==> config.mk <==
export PLATFORM = sky130hd
export DESIGN_NAME = cpu_run_ctrl
export DESIGN_NICKNAME = d
export VERILOG_FILES = /design/src/rtl/cpu_run_ctrl.sv
export SDC_FILE = /design/constraint.sdc
export NUM_CORES = 1
export LEC_CHECK = 0
export CORE_AREA = 2 2 110 112
export CTS_BUF_LIST = sky130_fd_sc_hd__clkbuf_4 sky130_fd_sc_hd__clkbuf_8
export DETAILED_ROUTE_END_ITERATION = 6
export DIE_AREA = 0 0 112 114
export GPL_TIMING_DRIVEN = 1
export PLACE_DENSITY = 0.89
export SYNTH_ARGS = -nofsm -noshare
export SYNTH_HDL_FRONTEND = slang
export SYNTH_SLANG_ARGS = --single-unit
==> constraint.sdc <==
create_clock -name CLK -period 6.2 [get_ports CLK]
set_input_delay 0.62 -clock CLK [delete_from_list [all_inputs] [get_ports CLK]]
set_output_delay 0.62 -clock CLK [all_outputs]
set_load 0.005 [all_outputs]
==> src/rtl/cpu_run_ctrl.sv <==
// Run controller for CPU bring-up: pulses the CPU reset, re-runs the program NUM_RUNS times,
// detects halt from the PC/instruction taps, enforces a per-run timeout and reports the
// cycle counts of the first and last runs.
module cpu_run_ctrl #(
  parameter int unsigned RESET_CYCLES = 2,
  parameter int unsigned NUM_RUNS     = 2,
  parameter int unsigned MAX_CYCLES   = 600,
  parameter logic [31:0] HALT_INSN    = 32'h0000006F,
  parameter int unsigned HALT_REPEAT  = 4,
  parameter int unsigned CNT_W        = 16
) (
  input  logic             CLK,
  input  logic             RESET,
  input  logic             start,
  input  logic [31:0]      pc_debug,
  input  logic [31:0]      instruction_debug,
  output logic             cpu_reset,
  output logic             busy,
  output logic             done,
  output logic             pass,
  output logic             timeout,
  output logic [7:0]       run_idx,
  output logic [CNT_W-1:0] cycle_cnt,
  output logic [CNT_W-1:0] first_cycles,
  output logic [CNT_W-1:0] last_cycles,
  output logic [31:0]      final_pc
);

  localparam int unsigned RstW = $clog2(RESET_CYCLES + 1);
  localparam int unsigned StrW = $clog2(HALT_REPEAT + 1);

  localparam logic [RstW-1:0]  RstLoad   = RstW'(RESET_CYCLES);
  localparam logic [StrW-1:0]  StrTarget = StrW'(HALT_REPEAT);
  localparam logic [CNT_W-1:0] CntLast   = CNT_W'(MAX_CYCLES - 1);
  localparam logic [7:0]       RunLast   = 8'(NUM_RUNS - 1);

  typedef enum logic [1:0] {StIdle, StRst, StRun, StDone} state_e;

  state_e            st_q;
  logic [RstW-1:0]   rst_cnt_q;
  logic [StrW-1:0]   streak_q;
  logic [31:0]       prev_pc_q;

  logic [CNT_W-1:0]  cnt_inc;
  logic              streak_hit;
  logic [StrW-1:0]   streak_nxt;
  logic              halt_hit;
  logic              tmo_hit;

  // Halt-streak and timeout decode for the current RUN cycle; the first RUN cycle never counts
  // because prev_pc_q still holds a PC sampled while the CPU was in reset.
  always_comb begin
    cnt_inc    = cycle_cnt + CNT_W'(1);
    streak_hit = (instruction_debug == HALT_INSN) && (pc_debug == prev_pc_q) &&
                 (cycle_cnt != '0);
    streak_nxt = streak_hit ? (streak_q + StrW'(1)) : '0;
    halt_hit   = streak_hit && (streak_nxt == StrTarget);
    tmo_hit    = (cycle_cnt == CntLast);
  end

  // Sequencing FSM; every output is a register updated alongside the state.
  always_ff @(posedge CLK or posedge RESET) begin
    if (RESET) begin
      st_q         <= StIdle;
      rst_cnt_q    <= '0;
      streak_q     <= '0;
      prev_pc_q    <= '0;
      cpu_reset    <= 1'b1;
      busy         <= 1'b0;
      done         <= 1'b0;
      pass         <= 1'b0;
      timeout      <= 1'b0;
      run_idx      <= '0;
      cycle_cnt    <= '0;
      first_cycles <= '0;
      last_cycles  <= '0;
      final_pc     <= '0;
    end else begin
      prev_pc_q <= pc_debug;
      unique case (st_q)
        StIdle, StDone: begin
          if (start) begin
            st_q         <= StRst;
            rst_cnt_q    <= RstLoad;
            busy         <= 1'b1;
            done         <= 1'b0;
            pass         <= 1'b0;
            timeout      <= 1'b0;
            run_idx      <= '0;
            first_cycles <= '0;
            last_cycles  <= '0;
            final_pc     <= '0;
          end
        end
        StRst: begin
          if (rst_cnt_q == RstW'(1)) begin
            st_q      <= StRun;
            cpu_reset <= 1'b0;
            cycle_cnt <= '0;
            streak_q  <= '0;
          end else begin
            rst_cnt_q <= rst_cnt_q - RstW'(1);
          end
        end
        StRun: begin
          cycle_cnt <= cnt_inc;
          streak_q  <= streak_nxt;
          // Halt is tested first so it wins a tie with the timeout.
          if (halt_hit) begin
            last_cycles <= cnt_inc;
            if (run_idx == '0) first_cycles <= cnt_inc;
            cpu_reset <= 1'b1;
            if (run_idx < RunLast) begin
              run_idx   <= run_idx + 8'd1;
              rst_cnt_q <= RstLoad;
              st_q      <= StRst;
            end else begin
              final_pc <= pc_debug;
              pass     <= 1'b1;
              busy     <= 1'b0;
              done     <= 1'b1;
              st_q     <= StDone;
            end
          end else if (tmo_hit) begin
            timeout   <= 1'b1;
            final_pc  <= pc_debug;
            cpu_reset <= 1'b1;
            busy      <= 1'b0;
            done      <= 1'b1;
            st_q      <= StDone;
          end
        end
        default: st_q <= StIdle;
      endcase
    end
  end

endmodule
==> flow_metrics.env, run 1 <==
export IMPL_power_density_nw_per_um2=220
export IMPL_syn_nets=635
export IMPL_placed_area_sq_um=7800
export IMPL_globalRouteMet3Util=0.0664
export IMPL_n_antenna_cell=0
export IMPL_hold_violations=0
export IMPL_fmax_mhz=236
export IMPL_ant_nets=0
export IMPL_grt_pass1_vias=5195
export IMPL_cts_tree="done"
export IMPL_busiest_layer="met2"
export IMPL_finClkSkew_ns=0.0141
export IMPL_irDropWorstVdd_mv=0.203
export IMPL_post_cts_buffers=0
export IMPL_cts_sinks=132
export IMPL_dp_hpwl_um=11300
export IMPL_grt_pass1_wl_um=26700
export IMPL_rsz0062_at_grt="no"
export IMPL_required_ns=6.46
export IMPL_fin_tns_setup_ns=0
export IMPL_insertion_delay_ns=0.44
export IMPL_finalCritPeriodShare=0.684
export IMPL_holdBufCountCts=0
export IMPL_final_max_slew_viol_count=0
export IMPL_reg2reg_to="final_pc[10]"
export IMPL_chipWidth_um=112
export IMPL_viasPerCell=5.96
export IMPL_worst_pin_slew_ns=1.30
export IMPL_synth_top_area_share=0.535
export IMPL_synth_seq_cells=132
export IMPL_status="finished clean"
export IMPL_synth_area_leaders="dfrtp_1 53%, xor2_1 4.9%, o2111ai_1 4.6%"
export IMPL_synth_cells=559
export IMPL_cp_start_kind="flip-flop"
export IMPL_grt_max_degree=69
export IMPL_grt_use_met2=0.456
export IMPL_critPathMaxFanout=32
export IMPL_drc=0
export IMPL_gp_congestion=0.859
export IMPL_ys_seq_area_frac=0.539
export IMPL_start_util=0.523
export IMPL_setup_viol_count_final=0
export IMPL_path_buf_inv=2
export IMPL_numCtsBuffers=17
export IMPL_antenna_found_initial=0
export IMPL_whs_endpoint="last_cycles[2]"
export IMPL_initialDrtViolationCount=319
export IMPL_synthToLayoutAreaGrowth_pct=34.9
export IMPL_synth_edff_count=0
export IMPL_vias=5146
export IMPL_chipHeight_um=114
export IMPL_drive_above_1_share=0.0992
export IMPL_use_met1=0.332
export IMPL_whs_path_depth=1
export IMPL_slowest_delay_ns=1.06
export IMPL_grt_usage=0.264
export IMPL_grt_overflow_total=0
export IMPL_cts_max_level=4
export IMPL_fp_row_count=40
export IMPL_first_pass_iters=5
export IMPL_finalCoreUtilization=0.706
export IMPL_clock_path_buffers=2
export IMPL_hold_class="reg2reg"
export IMPL_cts_repair_resized=0
export IMPL_worst_hold_slack_ns=0.500
export IMPL_cp_top_family="compound AO/OA/AOI/OAI gates"
export IMPL_io_buffers=159
export IMPL_wire_per_inst_um=19.3
export IMPL_crit_arrival_ns=4.51
export IMPL_clockRootBuffer="clkbuf_8"
export IMPL_syn_mean_instance_area_sq_um=11.0
export IMPL_design_core_area_sq_um=11700
export IMPL_dieArea_sq_um=12800
export IMPL_r2r_start="st_q[0]"
export IMPL_worstSetupEndpointType="flip-flop"
export IMPL_yosys_area_top_type="dfrtp_1"
export IMPL_ff2ff_path_depth=6
export IMPL_cp_slowest_cell="o21ai_0"
export IMPL_worstHoldStart="last_cycles[2]"
export IMPL_final_area_sq_um=8270
export IMPL_synth_cell_types=52
export IMPL_max_cap_viol_count=0
export IMPL_yosysWarnings=0
export IMPL_fin_crit_ns=4.24
export IMPL_crit_chain="inv_1, ha_1, inv_1, o21ai_0, o211a_1, o21ai_0"
export IMPL_ys_flop_type="dfrtp_1"
export IMPL_leakage_nw=3.60
export IMPL_routed_wl_um=16700
export IMPL_rrSetupSlack_ns=1.96
export IMPL_slew_headroom=0.131
export IMPL_clk_pin_slew_ns=0.08
export IMPL_synth_area_sq_um=6130
export IMPL_worstSetupPathType="reg2reg"
export IMPL_async_flop_share=1.00
export IMPL_power_w=0.00182
export IMPL_fin_nets=780
export IMPL_io_pins=160
## logic make-up (layout without fill, tap and decap cells)
logic type      Yosys count  in the layout  share of synthesized area
buf+inv                  59            216                     0.0396
fa+ha+maj                 9              9                     0.0184
flops                   132            132                      0.539
simple gates            157            157                      0.136
xor+xnor                 45             45                     0.0643
mux                      33             33                     0.0629
compound gates          124            124                      0.140
## per-stage QoR
step / setup slack, ns / cells
6_report: 1.96 / 863
5_1_grt: 1.66 / 863
4_1_cts: 2.06 / 863
3_5_place_dp: 1.92 / 832
3_3_place_gp: 2.23 / 832
2_1_floorplan: 2.06 / 559
## cell usage after synthesis (10+ instances only)
| master | count |
|---|---|
| clkbuf_1 | 33 |
| dfrtp_1 | 131 |
| inv_1 | 19 |
| mux2_2 | 16 |
| mux2i_1 | 10 |
| nand2_1 | 66 |
| nor2_1 | 16 |
| nor4_1 | 12 |
| o2111ai_1 | 32 |
| o21ai_0 | 49 |
| xnor2_1 | 11 |
| xor2_1 | 34 |
## routing by layer
| layer | part of all wire | routed length, um |
|---|---|---|
| met1 | 0.41 | 6770 |
| met2 | 0.51 | 8510 |
| met3 | 0.066 | 1100 |
| met4 | 0.018 | 297 |
| met5 | 0 | 0 |
## sequential cells by signal, summed over array words and instances (netlist names)
signal / cells
first_cycles: 16
cycle_cnt: 16
streak_q: 3
cpu_reset: 1
run_idx: 8
busy: 1
timeout: 1
done: 1
st_q: 2
prev_pc_q: 32
last_cycles: 16
pass: 1
final_pc: 32
rst_cnt_q: 2
## worst max path at each step
stage	startpoint	to	cells after the start
after floorplan	RESET	busy	1
after global placement	pc_debug[6]	final_pc[27]	8
after detailed placement	pc_debug[8]	final_pc[10]	8
after CTS	st_q[0]	final_pc[10]	6
after global routing	st_q[0]	final_pc[10]	6
final	st_q[0]	final_pc[10]	6
## final cells by class
type | count | area [sq um]
fillers | 800 | 3440
flip-flops and latches | 132 | 3300
multi-input cells | 368 | 2590
repair buffers | 166 | 1640
clock buffers | 23 | 298
well taps | 147 | 184
clock inverters | 8 | 173
inverters | 19 | 73.8
## cell usage in the layout (no fill, tap or decap), types with 3 or more instances in the layout
master             n
mux2i_1           10
mux2_2            16
ha_1               9
clkbuf_8          20
nand2_1           66
nand2b_1           3
or3_1              3
o2111ai_1         32
inv_1             18
nor2_1            15
nor4b_1            4
dfrtp_1          131
a211o_1            3
nor3_1             6
a21oi_1            5
clkinvlp_4         3
xor2_1            34
a21o_1             8
bufinv_16          5
nor3b_1            3
and4_1             6
clkbuf_4           3
o21ai_0           49
buf_4              7
nor4_1            12
and2_1             6
o31ai_1            7
nand4_1            9
nand3_1            9
clkdlybuf4s50_1  159
mux2_4             7
a22o_1             3
xnor2_1           11
o21a_1             4
## report_power, final
| part | total [W] | leakage [nW] | switching (W) | internal [W] |
|---|---|---|---|---|
| Sequential | 0.000877 | 1.72 | 0.00000534 | 0.000871 |
| Clock | 0.000848 | 0.229 | 0.000325 | 0.000523 |
| Combinational | 0.0000927 | 1.66 | 0.0000435 | 0.0000492 |
| Total | 0.00182 | 3.60 | 0.000374 | 0.00144 |
No activity file was read; power rests on OpenSTA's default activity.
==> run 2, diff against run 1 <==
==> config.mk (replaced) <==
export PLATFORM = sky130hd
export DESIGN_NAME = cpu_run_ctrl
export DESIGN_NICKNAME = d
export VERILOG_FILES = /design/src/rtl/cpu_run_ctrl.sv
export SDC_FILE = /design/constraint.sdc
export NUM_CORES = 1
export LEC_CHECK = 0
export CORE_AREA = 2 2 119 121
export CTS_BUF_LIST = sky130_fd_sc_hd__clkbuf_4 sky130_fd_sc_hd__clkbuf_8
export DETAILED_ROUTE_END_ITERATION = 6
export DIE_AREA = 0 0 121 123
export GPL_TIMING_DRIVEN = 1
export PLACE_DENSITY = 0.81
export SYNTH_ARGS = -nofsm -noshare
export SYNTH_HDL_FRONTEND = slang
export SYNTH_SLANG_ARGS = --single-unit
==> constraint.sdc (replaced) <==
create_clock -name CLK -period 3.5 [get_ports CLK]
set_input_delay 0.35 -clock CLK [delete_from_list [all_inputs] [get_ports CLK]]
set_output_delay 0.35 -clock CLK [all_outputs]
set_load 0.005 [all_outputs]
==> run 2 against run 1 <==
Highest routed layer unchanged; global-route usage decreased by 3.7 points; clock-buffer cell count down 3; critical path type unchanged; sequential cell count is the same; critical endpoint is now last_cycles[9].
==> flow_metrics.env, run 2 (synthesis gave the netlist of run 1 again) <==
export IMPL_setup_ws_ns=0.563
export IMPL_io_pins=160
export IMPL_post_cts_buffers=0
export IMPL_nFillCells=1059
export IMPL_worstSetupEndpointType="flip-flop"
export IMPL_status="finished clean"
export IMPL_placed_area_sq_um=7910
export IMPL_final_cell_mix="159 x clkdlybuf4s50_1, 131 x dfrtp_1, 66 x nand2_1, 49 x o21ai_0, 34 x xor2_1"
export IMPL_cts_repair_resized=0
export IMPL_initialDrtViolationCount=290
export IMPL_final_max_slew_viol_count=0
export IMPL_r2r_start="cycle_cnt[0]"
export IMPL_ff2ff_path_depth=10
export IMPL_clk_pin_slew_ns=0.08
export IMPL_power_density_nw_per_um2=392
export IMPL_pre_cts_ws_ns=0.164
export IMPL_design_core_area_sq_um=13600
export IMPL_numCtsBuffers=17
export IMPL_cts_tree="done"
export IMPL_max_cap_viol_count=0
export IMPL_grt_pass1_wl_um=26500
export IMPL_synthToLayoutAreaGrowth_pct=37.2
export IMPL_insertion_delay_ns=0.45
export IMPL_chipWidth_um=121
export IMPL_seq_area_sq_um=3300
export IMPL_p_seq_frac=0.470
export IMPL_reg2reg_to="last_cycles[9]"
export IMPL_fp_row_count=43
export IMPL_n_antenna_cell=0
export IMPL_whs_path_depth=1
export IMPL_cts_sinks=132
export IMPL_reg_top3="final_pc (32), prev_pc_q (32)"
export IMPL_viasPerCell=5.57
export IMPL_gp_congestion=0.852
export IMPL_worst_pin_slew_ns=1.33
export IMPL_dp_hpwl_um=11300
export IMPL_worst_hold_slack_ns=0.420
export IMPL_setup_viol_count_final=0
export IMPL_holdBufCountCts=0
export IMPL_fin_crit_ns=2.94
export IMPL_route_met2_wl_um=8050
export IMPL_highest_layer="met4"
export IMPL_wl_met1_um=6710
export IMPL_slew_headroom=0.113
export IMPL_drive_above_1_share=0.108
export IMPL_fin_nets=786
export IMPL_finalCoreUtilization=0.618
export IMPL_leakage_nw=3.65
export IMPL_dieArea_sq_um=14900
export IMPL_finClkSkew_ns=0.0119
export IMPL_final_area_sq_um=8410
export IMPL_rrSetupSlack_ns=0.56
export IMPL_clockRootBuffer="clkbuf_8"
export IMPL_grt_pass1_vias=5221
export IMPL_antenna_found_initial=0
export IMPL_p_switching_w=0.000689
export IMPL_grt_max_degree=133
export IMPL_first_pass_iters=4
export IMPL_grt_usage=0.228
export IMPL_vias=5027
export IMPL_clock_path_buffers=2
export IMPL_crit_arrival_ns=3.27
export IMPL_required_ns=3.83
export IMPL_clockPowerShare=0.481
export IMPL_fmax_mhz=341
export IMPL_worstSetupPathType="reg2reg"
export IMPL_start_util=0.450
export IMPL_switching_share=0.209
export IMPL_fin_tns_setup_ns=0
export IMPL_cp_start_kind="flip-flop"
export IMPL_hold_class="in2reg"
export IMPL_final_common_cell="clkdlybuf4s50_1"
export IMPL_grt_overflow_total=0
export IMPL_routed_wl_um=16300
export IMPL_drc=0
export IMPL_finalCritPeriodShare=0.839
export IMPL_internal_power_w=0.00261
export IMPL_multi_input_area_sq_um=2590
export IMPL_chipHeight_um=123
export IMPL_cts_max_level=4
export IMPL_worstHoldStart="pc_debug[23]"
export IMPL_io_buffers=159
export IMPL_whs_endpoint="prev_pc_q[23]"
export IMPL_p_comb_frac=0.048
export IMPL_wire_per_inst_um=18.0
export IMPL_critPathMaxFanout=13
export IMPL_ant_nets=0
export IMPL_wl_met3_um=1150
export IMPL_rsz0062_at_grt="no"
export IMPL_irDropWorstVdd_mv=0.237
export IMPL_hold_violations=0
-- run 2: critical path, cell delays in order, from the launching register on --
cell and delay, ns:
dfrtp_1 0.48, inv_1 0.11, ha_1 0.19, nor4b_1 0.28, nand4_1 0.21, nand2_1 0.20, nor4_4 0.07, buf_4 0.17
o21ai_1 0.45, buf_4 0.31, mux2_2 0.35
-- run 2: metal layers --
| metal | GRT usage | up-vias |
|---|---|---|
| met1 | 0.274 | 2512 |
| met3 | 0.0715 | 33 |
| met5 | 0 | - |
| met4 | 0.0843 | 0 |
| li1 | - | 2311 |
| met2 | 0.384 | 171 |
-- run 2: final cells by class --
cell class | count | share of cell area
well taps | 180 | 0.0268
multi-input cells | 368 | 0.308
repair buffers | 172 | 0.204
inverters | 19 | 0.00893
clock buffers | 20 | 0.0327
flip-flops and latches | 132 | 0.393
clock inverters | 12 | 0.0268
-- run 2: how the worst max path moves through the flow --
stage | end | from
floorplan | first_cycles[14] | instruction_debug[26]
global placement | run_idx[0] | pc_debug[25]
detailed placement | run_idx[0] | pc_debug[25]
CTS | run_idx[0] | prev_pc_q[25]
global route | last_cycles[6] | cycle_cnt[0]
finish | last_cycles[9] | cycle_cnt[0]
-- run 2: power by group through the flow --
stage	combinational [W]	sequential, W	clock, W
final	0.000160	0.00155	0.00159
after global placement	0.000158	0.00158	0
after global routing	0.000175	0.00155	0.00167
after CTS	0.000163	0.00155	0.00161
after floorplan	0.0000533	0.00158	0
after detailed placement	0.000162	0.00158	0
-- run 2: stage by stage --
| step | power [W] | std cells |
|---|---|---|
| 5_1_grt | 0.00339 | 903 |
| 6_report | 0.00330 | 903 |
| 3_5_place_dp | 0.00174 | 871 |
| 2_1_floorplan | 0.00163 | 559 |
| 4_1_cts | 0.00332 | 903 |
| 3_3_place_gp | 0.00174 | 871 |
